### config.mk
export PLATFORM = sky130hd
export DESIGN_NAME = tekipaki_gp9001_host
export DESIGN_NICKNAME = d
export VERILOG_FILES = /design/src/rtl/tekipaki_gp9001_host.sv
export SDC_FILE = /design/constraint.sdc
export NUM_CORES = 1
export LEC_CHECK = 0
export BUFFER_PORTS_ARGS = -buffer_cell sky130_fd_sc_hd__buf_4
export CORE_UTILIZATION = 48
export DETAILED_ROUTE_END_ITERATION = 8
export PLACE_DENSITY = 0.83
export SLEW_MARGIN = 10
export SYNTH_ARGS = -nofsm -noshare
export SYNTH_HDL_FRONTEND = slang
export SYNTH_SLANG_ARGS = --single-unit
### constraint.sdc
create_clock -name CLK96 -period 10.58 [get_ports CLK96]
set_input_delay 2.116 -clock CLK96 [delete_from_list [all_inputs] [get_ports CLK96]]
set_output_delay 2.116 -clock CLK96 [all_outputs]
set_load 0.01 [all_outputs]
### src/rtl/tekipaki_gp9001_host.sv
// GP9001 host command engine: decodes CPU op strobes into register and VRAM accesses and returns GP9001ACK.
// Optional VRAM_OK watchdog is compiled in with `define GP9001_HOST_TIMEOUT_EN.
module tekipaki_gp9001_host #(
    parameter int VRAM_AW     = 13,
    parameter int NREGS_LOG2  = 4,
    parameter int TIMEOUT_CYC = 255
) (
    input  logic                           CLK96,
    input  logic                           RESET96,
    input  logic                           OP_SELECT_REG,
    input  logic                           OP_WRITE_REG,
    input  logic                           OP_WRITE_RAM,
    input  logic                           OP_READ_RAM_H,
    input  logic                           OP_READ_RAM_L,
    input  logic                           OP_SET_RAM_PTR,
    input  logic [15:0]                    DIN,
    output logic                           ACK,
    output logic [15:0]                    DOUT,
    output logic [VRAM_AW-1:0]             VRAM_ADDR,
    output logic [15:0]                    VRAM_WDATA,
    output logic                           VRAM_WE,
    output logic                           VRAM_RD,
    input  logic [15:0]                    VRAM_Q,
    input  logic                           VRAM_OK,
    output logic [NREGS_LOG2-1:0]          REG_IDX,
    output logic [(16<<NREGS_LOG2)-1:0]    REGS,
    output logic                           TIMEOUT_ERR
);

`ifdef GP9001_HOST_TIMEOUT_EN
    localparam bit TMO_EN = 1'b1;
`else
    localparam bit TMO_EN = 1'b0;
`endif
    localparam logic [7:0] TMO_LAST = 8'(TIMEOUT_CYC - 1);

    typedef enum logic [1:0] {IDLE, ACCESS, DONE} state_t;

    state_t             state;
    state_t             state_nxt;
    logic [VRAM_AW-1:0] ptr;
    logic               op_rd;
    logic               op_inc;
    logic [7:0]         tmo_cnt;
    logic               tmo_err;
    logic               any_op;
    logic               reg_op;
    logic               acc_tmo;

    assign any_op = OP_SET_RAM_PTR | OP_SELECT_REG | OP_WRITE_REG |
                    OP_WRITE_RAM | OP_READ_RAM_L | OP_READ_RAM_H;
    assign reg_op = OP_SET_RAM_PTR | OP_SELECT_REG | OP_WRITE_REG;

    // Watchdog fires on the last permitted ACCESS edge when VRAM_OK is still absent.
    assign acc_tmo = TMO_EN && (state == ACCESS) && !VRAM_OK && (tmo_cnt == TMO_LAST);
    assign TIMEOUT_ERR = TMO_EN & tmo_err;

    always_ff @(posedge CLK96 or posedge RESET96) begin
        if (RESET96) state <= IDLE;
        else         state <= state_nxt;
    end

    always_comb begin
        state_nxt = state;
        case (state)
            IDLE:    if (any_op) state_nxt = reg_op ? DONE : ACCESS;
            ACCESS:  if (VRAM_OK || acc_tmo) state_nxt = DONE;
            DONE:    if (!any_op) state_nxt = IDLE;
            default: state_nxt = IDLE;
        endcase
    end

    always_ff @(posedge CLK96 or posedge RESET96) begin
        if (RESET96) begin
            ACK        <= 1'b0;
            DOUT       <= '0;
            VRAM_ADDR  <= '0;
            VRAM_WDATA <= '0;
            VRAM_WE    <= 1'b0;
            VRAM_RD    <= 1'b0;
            REG_IDX    <= '0;
            REGS       <= '0;
            ptr        <= '0;
            op_rd      <= 1'b0;
            op_inc     <= 1'b0;
            tmo_cnt    <= '0;
            tmo_err    <= 1'b0;
        end else begin
            case (state)
                IDLE: begin
                    tmo_cnt <= '0;
                    if (OP_SET_RAM_PTR) begin
                        ptr <= DIN[VRAM_AW-1:0];
                        ACK <= 1'b1;
                    end else if (OP_SELECT_REG) begin
                        REG_IDX <= DIN[NREGS_LOG2-1:0];
                        ACK     <= 1'b1;
                    end else if (OP_WRITE_REG) begin
                        REGS[int'(REG_IDX)*16 +: 16] <= DIN;
                        ACK <= 1'b1;
                    end else if (OP_WRITE_RAM) begin
                        VRAM_ADDR  <= ptr;
                        VRAM_WDATA <= DIN;
                        VRAM_WE    <= 1'b1;
                        op_rd      <= 1'b0;
                        op_inc     <= 1'b1;
                    end else if (OP_READ_RAM_L || OP_READ_RAM_H) begin
                        VRAM_ADDR <= ptr;
                        VRAM_RD   <= 1'b1;
                        op_rd     <= 1'b1;
                        op_inc    <= OP_READ_RAM_L;
                    end
                end
                ACCESS: begin
                    if (VRAM_OK || acc_tmo) begin
                        VRAM_WE <= 1'b0;
                        VRAM_RD <= 1'b0;
                        ACK     <= 1'b1;
                        if (op_rd)   DOUT <= VRAM_OK ? VRAM_Q : 16'hFFFF;
                        if (op_inc)  ptr  <= ptr + VRAM_AW'(1);
                        if (acc_tmo) tmo_err <= 1'b1;
                    end else begin
                        tmo_cnt <= tmo_cnt + 8'd1;
                    end
                end
                DONE: begin
                    if (!any_op) ACK <= 1'b0;
                end
                default: ;
            endcase
        end
    end

endmodule
==> summary by stage <==
Pwr
The analysis attributes to cell leakage a power of ~0.0094 uW. The internal portion of the total power is 2080 uW. Sequential cells burn 45.5% of the power.

The total power density per cell area is 165 nW/um^2. The net switching power figure is 818 uW. Overall power consumption after layout is estimated at 2900 uW. The clock network power share is 41.3%.

In this run switching power makes up approximately 28% of total power. The power share of the combinational group is between 10% and 20%. IR analysis of the VDD net gives a maximum drop of about 0.12 mV.

Job
Across the run, the number of max-cap violations was 0.

Clock network
TritonCTS built the clock tree. Counting along the longest clock path gives a buffer depth of 3. The count of hold-fix buffers inserted at cts is 0. The later pin in the worst-skew pair is clocked with a latency of 0.51 ns. The number of setup buffers added after CTS is 0. In this run the clock root is driven by a clkbuf_16. The clock slew seen by the registers of the worst setup and hold paths is 0.06 ns. The clock sink total is 325. The H-tree was split into 2 levels.

The number of gates resized after CTS was 0. TritonCTS created 35 clock buffers.

Global routing
The initial antenna violation count is 1. Global routing finished with a remaining overflow of 0. The maximum number of pins on one net before global-route repair is ~180.

The via count of the first global-routing pass was approximately 11000. The global-route total usage across every layer is 29.4%. The first global-routing pass estimated 64.0 mm of wire.

Timing
Setup repair after global routing left no endpoint under its margin. The count of endpoints failing setup in the final report is 0. Across all setup checks in the final design, the least slack found is 6.44 ns. In the final timing run, aggregate negative setup slack is 0 ns.

At the pin with the least slew margin, the transition time is 1.17 ns. The post-route clock skew is 0.00889 ns. The final count of hold timing violations is 0. For the finished layout, the period the worst path requires is slightly above 4 ns.

The number of max-slew violations in the final report is 0. Derived from the worst setup path, the maximum achievable clock frequency is approximately 240 MHz. The final critical path takes up 39.1% of the cycle.

The worst pin sits at a relative slew slack of between 20% and 30%.

Setup path
The instance count on the critical path is 6. The origin of the critical flop-to-flop path is REG_IDX[0]. The critical path data required time is 10.97 ns. Data on the critical path arrives at its endpoint at 4.53 ns. The worst setup path is launched from an input port.

The gate family responsible for the most delay along the worst path is simple AND/OR/NAND/NOR gates. The critical path capture point type is a register. Tracing the worst setup path back leads to its startpoint at OP_SET_RAM_PTR. The most numerous cell type found on the critical path is buf_4.

The critical path contains buffers and inverters numbering 2 combined. The largest single stage delay on the critical path is 0.73 ns. Of all nets on the critical path, the largest fanout is 33. Walking the worst path, the cells encountered are buf_4 > or4_4 > nor3_4 > buf_4 > nand3_1 > a21o_1.

The largest individual stage delay along the critical path comes from the cell nand3_1. The setup path with the least slack is of type input port to register. The number of cells on the worst reg-to-reg path is 7. The internal reg-to-reg setup slack is 7.02 ns. The worst register-to-register path ends at REGS[129].

In this run the worst setup path terminates at REGS[233].

Logic synthesis
Synthesis produced a netlist whose cell count is 1210. The area share of the leading cell type in the synthesized netlist is 59.9%. The synthesized design spends more area on one cell type than any other, namely dfrtp_1. Yosys attributes the largest share of cell area to dfrtp_1 (60%), mux2_2 (12%), o21ai_0 (5.1%).

In this run, distinct cell masters in the synthesized netlist total 47. The most common cell in the synthesized netlist is dfrtp_1. The average instance area after synthesis is 11.2 um^2. After synthesis, the share of flip-flops with an asynchronous set or reset is 100%. After synthesis the cells add up to approximately 14000 um^2.

Yosys printed 0 warnings. The number of synthesized register bits is between 300 and 400. The number of synthesized flops with an enable pin is 0. The share of the Yosys chip area taken by registers is 59.9%. In the synthesized netlist the dominant register cell turns out to be dfrtp_1.

The total nets after synthesis is 1254. The commonest cells after synthesis are dfrtp_1 (325), nand2_1 (153), mux2_2 (142), o21ai_0 (138), clkbuf_1 (83).

Floorplanning
The region available for standard cell placement spans 27800 um^2. The floorplan step defined a die boundary enclosing slightly below 30000 um^2. The count of standard-cell rows is 61. The vertical die dimension is 170 um.

The horizontal extent of the die is 170 um. The number of primary I/O pins is 350. For this configuration, the core starts out at a cell density of between 40% and 50%.

Layout
The number of fill cells in the layout is 2193. The sequential cells in the finished layout cover a total of a little over 8000 um^2. The proportion of layout cells with a drive suffix above 1 is 38.2%. The area of combinational cells with multiple inputs is 4900 um^2. The area added between synthesis and finish is 29.7%. The final-stage net count is 1564.

Route
The via count normalized by instance count is between 5 and 6. In the routed design, unresolved DRC markers number 0. Summed over all layers, the routed wires come to 42.8 mm. The pre-antenna-repair detailed-routing pass consisted of 5 iterations.

The DRC marker count from the first detailed-route iteration is 1003. The wire length per cell is 22.2 um. The residual antenna-violating net count after detailed routing is 0. The total number of vias is 10900.

Placed design
In this run the tool buffered the top-level ports with 348 buffer cells. The routability congestion estimate is ~0.85. The HPWL reported at the end of detailed placement is 27.5 mm.

At the placement stage, the worst setup path has a slack of 5.93 ns.

Worst hold path
The tightest min-delay check is of the register to register type.

Status
The flow ran to the end, and the final reports show no timing, DRC or antenna violations.
## worst min path at each step
| stage | startpoint | end | cells after the start |
|---|---|---|---|
| 2_1_floorplan | op_rd | op_rd | 2 |
| 3_3_place_gp | op_rd | op_rd | 2 |
| 3_5_place_dp | REGS[15] | REGS[15] | 2 |
| 4_1_cts | REGS[15] | REGS[15] | 2 |
| 5_1_grt | REGS[217] | REGS[217] | 1 |
| 6_report | REGS[15] | REGS[15] | 2 |
## power groups by stage
stage / Combinational [uW] / Sequential [uW] / Clock [uW]
2_1_floorplan: 216 / 1340 / 0
3_3_place_gp: 372 / 1340 / 0
3_5_place_dp: 382 / 1340 / 0
4_1_cts: 385 / 1320 / 1210
5_1_grt: 420 / 1320 / 1260
6_report: 385 / 1320 / 1200
## final cells by class
type	instances	share of cell area, %
antenna	1	0.0142
multi-input combinational	735	27.8
inverter	54	1.17
clock buffer	47	5.68
timing repair buffer	369	15.8
clock inverter	16	0.696
tap	378	2.68
sequential	325	46.1
## metal layers
metal / share of wire, % / wire (um) / track usage (%)
met4: 5.0 / 2140 / 15.5
met1: 40 / 17000 / 38.1
met2: 46 / 19800 / 45.1
met5: 0 / 0 / 0
met3: 8.9 / 3800 / 7.95
## worst register-to-register path: stages, from the launching register on
cell and delay [ns]:
dfrtp_1 0.34, buf_4 0.32, nor3_1 0.11, ha_1 0.47
inv_1 0.17, nor2_2 0.85, and3_1 0.76, mux2_2 0.42
## registers in the layout, indices dropped and copies added, names as in the netlist
| name | count |
|---|---|
| state | 2 |
| ACK | 1 |
| VRAM_RD | 1 |
| VRAM_ADDR | 13 |
| REG_IDX | 4 |
| ptr | 13 |
| VRAM_WDATA | 16 |
| REGS | 256 |
| op_rd | 1 |
| VRAM_WE | 1 |
| op_inc | 1 |
| DOUT | 16 |
## stage by stage
stage                     hold WS (ns)  instances  utilization [%]  area, um^2
final                            0.479       1925             63.4       17600
after global routing             0.512       1924             63.4       17600
after CTS                        0.487       1924             63.4       17600
after detailed placement         0.473       1861             59.4       16500
after global placement           0.465       1861             59.4       16500
after floorplan                  0.447       1210                -       13600
## logic make-up (layout without fill, tap and decap cells)
| family | Yosys count | after routing | share of synthesized area, % |
|---|---|---|---|
| and+or+nand+nor | 339 | 339 | 12.4 |
| other | 1 | 2 | 0.0276 |
| muxes | 175 | 175 | 14.2 |
| DFF | 325 | 325 | 59.9 |
| xor gates and xnor gates | 2 | 2 | 0.129 |
| adders and majority gates | 3 | 3 | 0.276 |
| AOI/OAI and AO/OA | 215 | 215 | 8.81 |
| buffers and inverters | 150 | 486 | 4.29 |
## placed cells by master (no fill, tap or decap), types with 8 or more instances in the layout
cell type  instances
buf_4            368
dfrtp_1          325
nand2_1          153
mux2_2           142
o21ai_0          138
inv_1             53
nand3_1           48
clkbuf_16         35
mux2i_1           33
nand4_1           32
nor3_1            27
a21o_1            27
a21oi_1           27
and2_1            17
and3_1            13
o31ai_1           12
clkinv_2          10
nor2_1             8
clkbuf_8           8
No activity file was read; power rests on OpenSTA's default activity.
